$ cat src/rtl/lsu_pkg.sv
// ---------------------------------------------------------------------------
// lsu_pkg
// Shared definitions for the load/store unit:
//   - RV32I load/store funct3 codes (F3_B/H/W/BU/HU)
//   - FSM state encoding (lsu_state_t)
//   - error-cause encoding (lsu_err_t) and the accept-time legality check
// ---------------------------------------------------------------------------
package lsu_pkg;

   localparam logic [2:0] F3_B  = 3'b000;
   localparam logic [2:0] F3_H  = 3'b001;
   localparam logic [2:0] F3_W  = 3'b010;
   localparam logic [2:0] F3_BU = 3'b100;
   localparam logic [2:0] F3_HU = 3'b101;

   typedef enum logic [1:0] {
      ST_IDLE,
      ST_ACCESS,
      ST_WRITE,
      ST_RESP
   } lsu_state_t;

   typedef enum logic [1:0] {
      ERR_NONE,
      ERR_FUNCT3,
      ERR_MISALIGN,
      ERR_RANGE
   } lsu_err_t;

   // Classifies a request at accept time. An unknown funct3 is reported first
   // because alignment has no meaning for it; range is checked last so that a
   // misaligned access to a legal word is reported as misaligned.
   function automatic lsu_err_t check_access(input logic        we,
                                             input logic [2:0]  funct3,
                                             input logic [31:0] addr,
                                             input int unsigned mem_words);
      logic f3_ok;
      if (we)
         f3_ok = (funct3 == F3_B) || (funct3 == F3_H) || (funct3 == F3_W);
      else
         f3_ok = (funct3 == F3_B) || (funct3 == F3_H) || (funct3 == F3_W) ||
                 (funct3 == F3_BU) || (funct3 == F3_HU);

      if (!f3_ok)
         return ERR_FUNCT3;
      if (((funct3 == F3_H) || (funct3 == F3_HU)) && addr[0])
         return ERR_MISALIGN;
      if ((funct3 == F3_W) && (addr[1:0] != 2'b00))
         return ERR_MISALIGN;
      if ({2'b00, addr[31:2]} >= mem_words)
         return ERR_RANGE;
      return ERR_NONE;
   endfunction

endpackage

$ cat src/rtl/lsu_align.sv
// ---------------------------------------------------------------------------
// lsu_align
// Purely combinational lane logic for the load/store unit.
// Ports:
//   word       in  32  word currently read from data memory
//   byte_off   in   2  low address bits of the access
//   funct3     in   3  RV32I load/store funct3
//   wdata      in  32  store data (low byte/half used for SB/SH)
//   load_value out 32  selected lane, sign- or zero-extended
//   store_word out 32  memory word with the store lane merged in
// ---------------------------------------------------------------------------
module lsu_align
   import lsu_pkg::*;
(
   input  logic [31:0] word,
   input  logic [1:0]  byte_off,
   input  logic [2:0]  funct3,
   input  logic [31:0] wdata,
   output logic [31:0] load_value,
   output logic [31:0] store_word
);

   logic [7:0]  sel_byte;
   logic [15:0] sel_half;

   // Pick the addressed byte/half out of the word, then extend it according
   // to the load flavour. Word loads pass straight through.
   always_comb begin
      case (byte_off)
         2'd1:    sel_byte = word[15:8];
         2'd2:    sel_byte = word[23:16];
         2'd3:    sel_byte = word[31:24];
         default: sel_byte = word[7:0];
      endcase
      sel_half = byte_off[1] ? word[31:16] : word[15:0];

      case (funct3)
         F3_B:    load_value = {{24{sel_byte[7]}}, sel_byte};
         F3_BU:   load_value = {24'd0, sel_byte};
         F3_H:    load_value = {{16{sel_half[15]}}, sel_half};
         F3_HU:   load_value = {16'd0, sel_half};
         default: load_value = word;
      endcase
   end

   // Read-modify-write merge: the memory has no byte enables, so sub-word
   // stores overlay their lane onto the current word and write it back whole.
   always_comb begin
      store_word = word;
      case (funct3)
         F3_B: begin
            case (byte_off)
               2'd1:    store_word[15:8]  = wdata[7:0];
               2'd2:    store_word[23:16] = wdata[7:0];
               2'd3:    store_word[31:24] = wdata[7:0];
               default: store_word[7:0]   = wdata[7:0];
            endcase
         end
         F3_H: begin
            if (byte_off[1])
               store_word[31:16] = wdata[15:0];
            else
               store_word[15:0]  = wdata[15:0];
         end
         default: store_word = wdata;
      endcase
   end

endmodule

$ cat src/rtl/load_store_unit.sv
// ---------------------------------------------------------------------------
// load_store_unit
// Bridges the MEM pipeline stage to a word-wide data memory (combinational
// read, word-only synchronous write). Loads get lane extraction and
// extension; SB/SH become read-modify-write; bad accesses are answered with
// resp_err and never reach memory. One operation in flight at a time.
// Ports:
//   clk, rst                 clock, synchronous active-high reset
//   req_valid/req_ready      request handshake (ready only when idle)
//   req_we, req_funct3       store flag, RV32I funct3
//   req_addr, req_wdata      byte address, store data
//   resp_valid               one-cycle completion pulse
//   resp_rdata, resp_err     load result / error flag, held until next accept
//   mem_we, mem_address      data-memory write enable, word-aligned address
//   mem_w_data, mem_r_data   data-memory write word / read word
// ---------------------------------------------------------------------------
module load_store_unit
   import lsu_pkg::*;
#(
   parameter int unsigned MEM_WORDS = 1024
) (
   input  logic        clk,
   input  logic        rst,
   input  logic        req_valid,
   output logic        req_ready,
   input  logic        req_we,
   input  logic [2:0]  req_funct3,
   input  logic [31:0] req_addr,
   input  logic [31:0] req_wdata,
   output logic        resp_valid,
   output logic [31:0] resp_rdata,
   output logic        resp_err,
   output logic        mem_we,
   output logic [31:0] mem_address,
   output logic [31:0] mem_w_data,
   input  logic [31:0] mem_r_data
);

   lsu_state_t  state;
   lsu_err_t    req_cause;
   logic        mem_we_q;
   logic        lat_we;
   logic [2:0]  lat_funct3;
   logic [1:0]  lat_off;
   logic [31:0] lat_wdata;
   logic [31:0] load_value;
   logic [31:0] store_word;

   // Legality of the request as presented, evaluated in the accept cycle.
   always_comb begin
      req_cause = check_access(req_we, req_funct3, req_addr, MEM_WORDS);
   end

   lsu_align u_align (
      .word       (mem_r_data),
      .byte_off   (lat_off),
      .funct3     (lat_funct3),
      .wdata      (lat_wdata),
      .load_value (load_value),
      .store_word (store_word)
   );

   // The write enable is registered, but a reset raised during the write
   // cycle must still stop the memory from committing the pending word, so
   // reset masks it directly.
   assign mem_we = mem_we_q & ~rst;

   // Main FSM. SW raises the write enable straight from the accept so the
   // word is written during ACCESS; SB/SH first read the word in ACCESS,
   // register the merged word, and write it during WRITE. mem_address is
   // only updated on a legal accept, so it stays put through ACCESS/WRITE.
   always_ff @(posedge clk) begin
      if (rst) begin
         state       <= ST_IDLE;
         req_ready   <= 1'b1;
         resp_valid  <= 1'b0;
         resp_rdata  <= 32'd0;
         resp_err    <= 1'b0;
         mem_we_q    <= 1'b0;
         mem_address <= 32'd0;
         mem_w_data  <= 32'd0;
         lat_we      <= 1'b0;
         lat_funct3  <= 3'd0;
         lat_off     <= 2'd0;
         lat_wdata   <= 32'd0;
      end else begin
         resp_valid <= 1'b0;
         mem_we_q   <= 1'b0;
         case (state)
            ST_IDLE: begin
               if (req_valid && req_ready) begin
                  lat_we     <= req_we;
                  lat_funct3 <= req_funct3;
                  lat_off    <= req_addr[1:0];
                  lat_wdata  <= req_wdata;
                  req_ready  <= 1'b0;
                  resp_rdata <= 32'd0;
                  if (req_cause != ERR_NONE) begin
                     resp_err   <= 1'b1;
                     resp_valid <= 1'b1;
                     state      <= ST_RESP;
                  end else begin
                     resp_err    <= 1'b0;
                     mem_address <= {req_addr[31:2], 2'b00};
                     state       <= ST_ACCESS;
                     if (req_we && (req_funct3 == F3_W)) begin
                        mem_we_q   <= 1'b1;
                        mem_w_data <= req_wdata;
                     end
                  end
               end
            end
            ST_ACCESS: begin
               if (!lat_we) begin
                  resp_rdata <= load_value;
                  resp_valid <= 1'b1;
                  state      <= ST_RESP;
               end else if (lat_funct3 == F3_W) begin
                  resp_valid <= 1'b1;
                  state      <= ST_RESP;
               end else begin
                  mem_we_q   <= 1'b1;
                  mem_w_data <= store_word;
                  state      <= ST_WRITE;
               end
            end
            ST_WRITE: begin
               resp_valid <= 1'b1;
               state      <= ST_RESP;
            end
            ST_RESP: begin
               req_ready <= 1'b1;
               state     <= ST_IDLE;
            end
            default: begin
               req_ready <= 1'b1;
               state     <= ST_IDLE;
            end
         endcase
      end
   end

endmodule

$ cat config.mk
export PLATFORM = sky130hd
export DESIGN_NAME = load_store_unit
export DESIGN_NICKNAME = d
export VERILOG_FILES = /design/src/rtl/lsu_pkg.sv /design/src/rtl/lsu_align.sv /design/src/rtl/load_store_unit.sv
export SDC_FILE = /design/constraint.sdc
export NUM_CORES = 1
export LEC_CHECK = 0
export CORE_MARGIN = 4
export CORE_UTILIZATION = 45
export CTS_BUF_LIST = sky130_fd_sc_hd__clkbuf_4 sky130_fd_sc_hd__clkbuf_8
export CTS_CLUSTER_DIAMETER = 50
export CTS_CLUSTER_SIZE = 25
export DETAILED_ROUTE_END_ITERATION = 8
export GPL_ROUTABILITY_DRIVEN = 0
export PLACE_DENSITY = 0.78
export SLEW_MARGIN = 30
export SYNTH_ARGS = -nofsm -noshare
export SYNTH_HDL_FRONTEND = slang
export SYNTH_SLANG_ARGS = --single-unit
$ cat constraint.sdc
create_clock -name clk -period 3 [get_ports clk]
set_input_delay 0.6 -clock clk [delete_from_list [all_inputs] [get_ports clk]]
set_output_delay 0.6 -clock clk [all_outputs]
set_load 0.05 [all_outputs]
==> flow_summary.json <==
{
  "cts_setup_buffers": 0,
  "start_kind": "flip-flop",
  "rsz0062_at_grt": "false",
  "setup_viol": 0,
  "yosys.area_share.adder_pct": 0.767,
  "ys_async_sr_fraction_pct": 0,
  "grt_max_degree": 93,
  "whs_ps": 455,
  "hold_viol": 0,
  "fin_tns_setup_ps": 0,
  "ir_drop_v": 0.000445,
  "drc": 0,
  "crit_fanout": 23,
  "worst_ep_arrival_time_ps": 2790,
  "wl_per_cell_um": 18.0,
  "p_leak_uw": 0.00342,
  "syn_area_sq_mm": 0.00653,
  "h-tree-depth": 4,
  "min_period_ps": 2390,
  "yosysUniqueCellTypes": 50,
  "yosys.area_share.xor_xnor_pct": 0,
  "worst_setup_path_end_kind": "flip-flop",
  "regArea_sq_mm": 0.00276,
  "grt_usage_pct": 24.6,
  "antenna_found_initial": 0,
  "clockRootBuffer": "clkbuf_8",
  "drv_cap": 0,
  "path_delay_family": "simple AND/OR/NAND/NOR gates",
  "totalWireLength_um": 20700,
  "p_per_area_mw_per_mm2": 726,
  "worstSetupPathType": "reg -> reg",
  "synth_top_family_by_area": "compound AO/OA/AOI/OAI gates",
  "clkTransAtPathRegs_ps": 80,
  "cpPeakStageDelay_ps": 630,
  "core_area_sq_mm": 0.0140,
  "numCtsBuffers": 17,
  "synth_compound_area_share_pct": 22.4,
  "worst_ep_required_time_ps": 3390,
  "num_antenna_cells": 0,
  "synth-main-ff-cell": "dfxtp_1",
  "period_share_pct": 79.8,
  "status": "complete, no violations",
  "dp_hpwl_um": 14800,
  "ant_nets": 0,
  "clock_path_buffers": 2,
  "via_count": 6362,
  "synthMuxAreaShare_pct": 8.76,
  "ioPinCount": 203,
  "synth_area_per_cell_sq_um": 8.35,
  "drt_first_pass_iters": 5,
  "n_fill_cell": 1220,
  "port-buffer-count": 200,
  "drv_slew": 0,
  "crit_chain": "nand2b_1 -> nor3_2 -> a221oi_1 -> a211o_1 -> mux2i_1",
  "path_buf_inv": 0,
  "synth-simple-area-share_pct": 20.7,
  "synth_seq_cells": 138,
  "grt_pass1_vias": 5990,
  "ys_seq_area_share_pct": 42.3,
  "final_common_cell": "clkdlybuf4s50_1",
  "drive_gt1_share_pct": 7.85,
  "clkSinkCount": 138,
  "via_per_inst": 5.54,
  "yosysWarnings": 0,
  "initial_utilization_pct": 46.5,
  "slowest_stage": "nor3_2",
  "hold_path_class": "reg -> reg",
  "tritoncts": "yes",
  "slew-limit-headroom_pct": 39.7,
  "rows": 43,
  "die_x_um": 128,
  "grt_first_pass_wirelength_um": 32100,
  "synth_edf_count": 0,
  "drt_iter0_markers": 617,
  "clk_latency_ps": 460,
  "die_area_sq_mm": 0.0165,
  "synthCells": 781,
  "layout.nets": 1062,
  "multiInputGateArea_sq_mm": 0.00346,
  "ctsHoldBuffers": 0,
  "final_cell_mix": "clkdlybuf4s50_1 (199), nand2_1 (138), dfxtp_1 (138)",
  "worst-slew-pin-transition_ps": 905,
  "die_h_um": 128,
  "post_cts_resized": 0,
  "skew_ps": 10.1,
  "fmax_mhz": 418,
  "overflow": 0,
  "area_growth_pct": 39.0
}
## per-stage QoR
| stage | util [%] | cell area, sq um | cells | total power, uW | setup WS [ps] |
|---|---|---|---|---|---|
| 5_1_grt | 64.6 | 9070 | 1148 | 6930 | 412 |
| 2_1_floorplan | - | 6530 | 782 | 4080 | 705 |
| 6_report | 64.6 | 9070 | 1148 | 6590 | 606 |
| 4_1_cts | 64.6 | 9070 | 1148 | 6580 | 627 |
| 3_5_place_dp | 61.6 | 8640 | 1116 | 4930 | 175 |
| 3_3_place_gp | 61.6 | 8640 | 1116 | 4930 | 228 |
## path summary, 6_finish.rpt
| check | from | endpoint | slack, ps | cells past startpoint |
|---|---|---|---|---|
| setup / recovery | lat_funct3[0]$_SDFFE_PP0P_ | mem_w_data[10]$_SDFFE_PP0P_ | 610 | 5 |
| hold / removal | resp_rdata[0]$_SDFFE_PP0P_ | resp_rdata[0]$_SDFFE_PP0P_ | 460 | 2 |
| setup reg to reg | lat_funct3[0]$_SDFFE_PP0P_ | mem_w_data[10]$_SDFFE_PP0P_ | 610 | 5 |
| hold reg to reg | resp_rdata[0]$_SDFFE_PP0P_ | resp_rdata[0]$_SDFFE_PP0P_ | 460 | 2 |
## layout make-up
cell class	instances	share of cell area, %
clock buffer	18	2.66
clock inverter	14	2.04
inverter	14	0.579
multi-input combinational	566	38.1
sequential	138	30.5
tap	180	2.48
timing repair buffer	218	23.7
## metal layers
metal / GRT usage (%) / share of wire [%]
met1: 34.7 / 45
met2: 36.3 / 44
met3: 6.39 / 8.6
met4: 9.11 / 2.4
met5: 0 / 0
## sequential cells by signal, indices dropped and copies added, names as in the netlist
signal       count
lat_wdata       32
mem_w_data      32
resp_rdata      32
mem_address     30
lat_funct3       3
lat_off          2
state            2
lat_we           1
mem_we_q         1
req_ready        1
resp_err         1
resp_valid       1
## worst min-delay path: cells and delay by family, from the launching register on
kind	cells	cell delay [ps]
compound gates	1	50
flops	1	310
simple gates	1	50
## kinds of logic after synthesis
| logic type | count (synthesis) |
|---|---|
| and+or+nand+nor | 294 |
| buffers and inverters | 78 |
| DFF | 138 |
| other | 1 |
| muxes | 53 |
| AOI/OAI and AO/OA | 213 |
| adders and majority gates | 4 |
## where the power goes
group	switching (uW)	internal [uW]	total, uW
combinational	1730	946	2670
sequential	203	2070	2270
clock	795	849	1640
## synth_stat cells, drive strengths merged (14+ instances only)
cell | instances | area share [%]
a211o | 16 | 2.1
a21oi | 75 | 5.8
a32oi | 16 | 2.1
and2 | 20 | 1.9
buf | 17 | 1.5
clkbuf | 47 | 2.7
dfxtp | 138 | 42
inv | 14 | 0.81
mux2 | 15 | 2.9
mux2i | 38 | 5.8
nand2 | 138 | 7.9
nand2b | 36 | 3.5
nor2 | 67 | 3.9
o21ai | 23 | 1.8
o221ai | 23 | 3.1
Power figures use the tool's default switching activity.
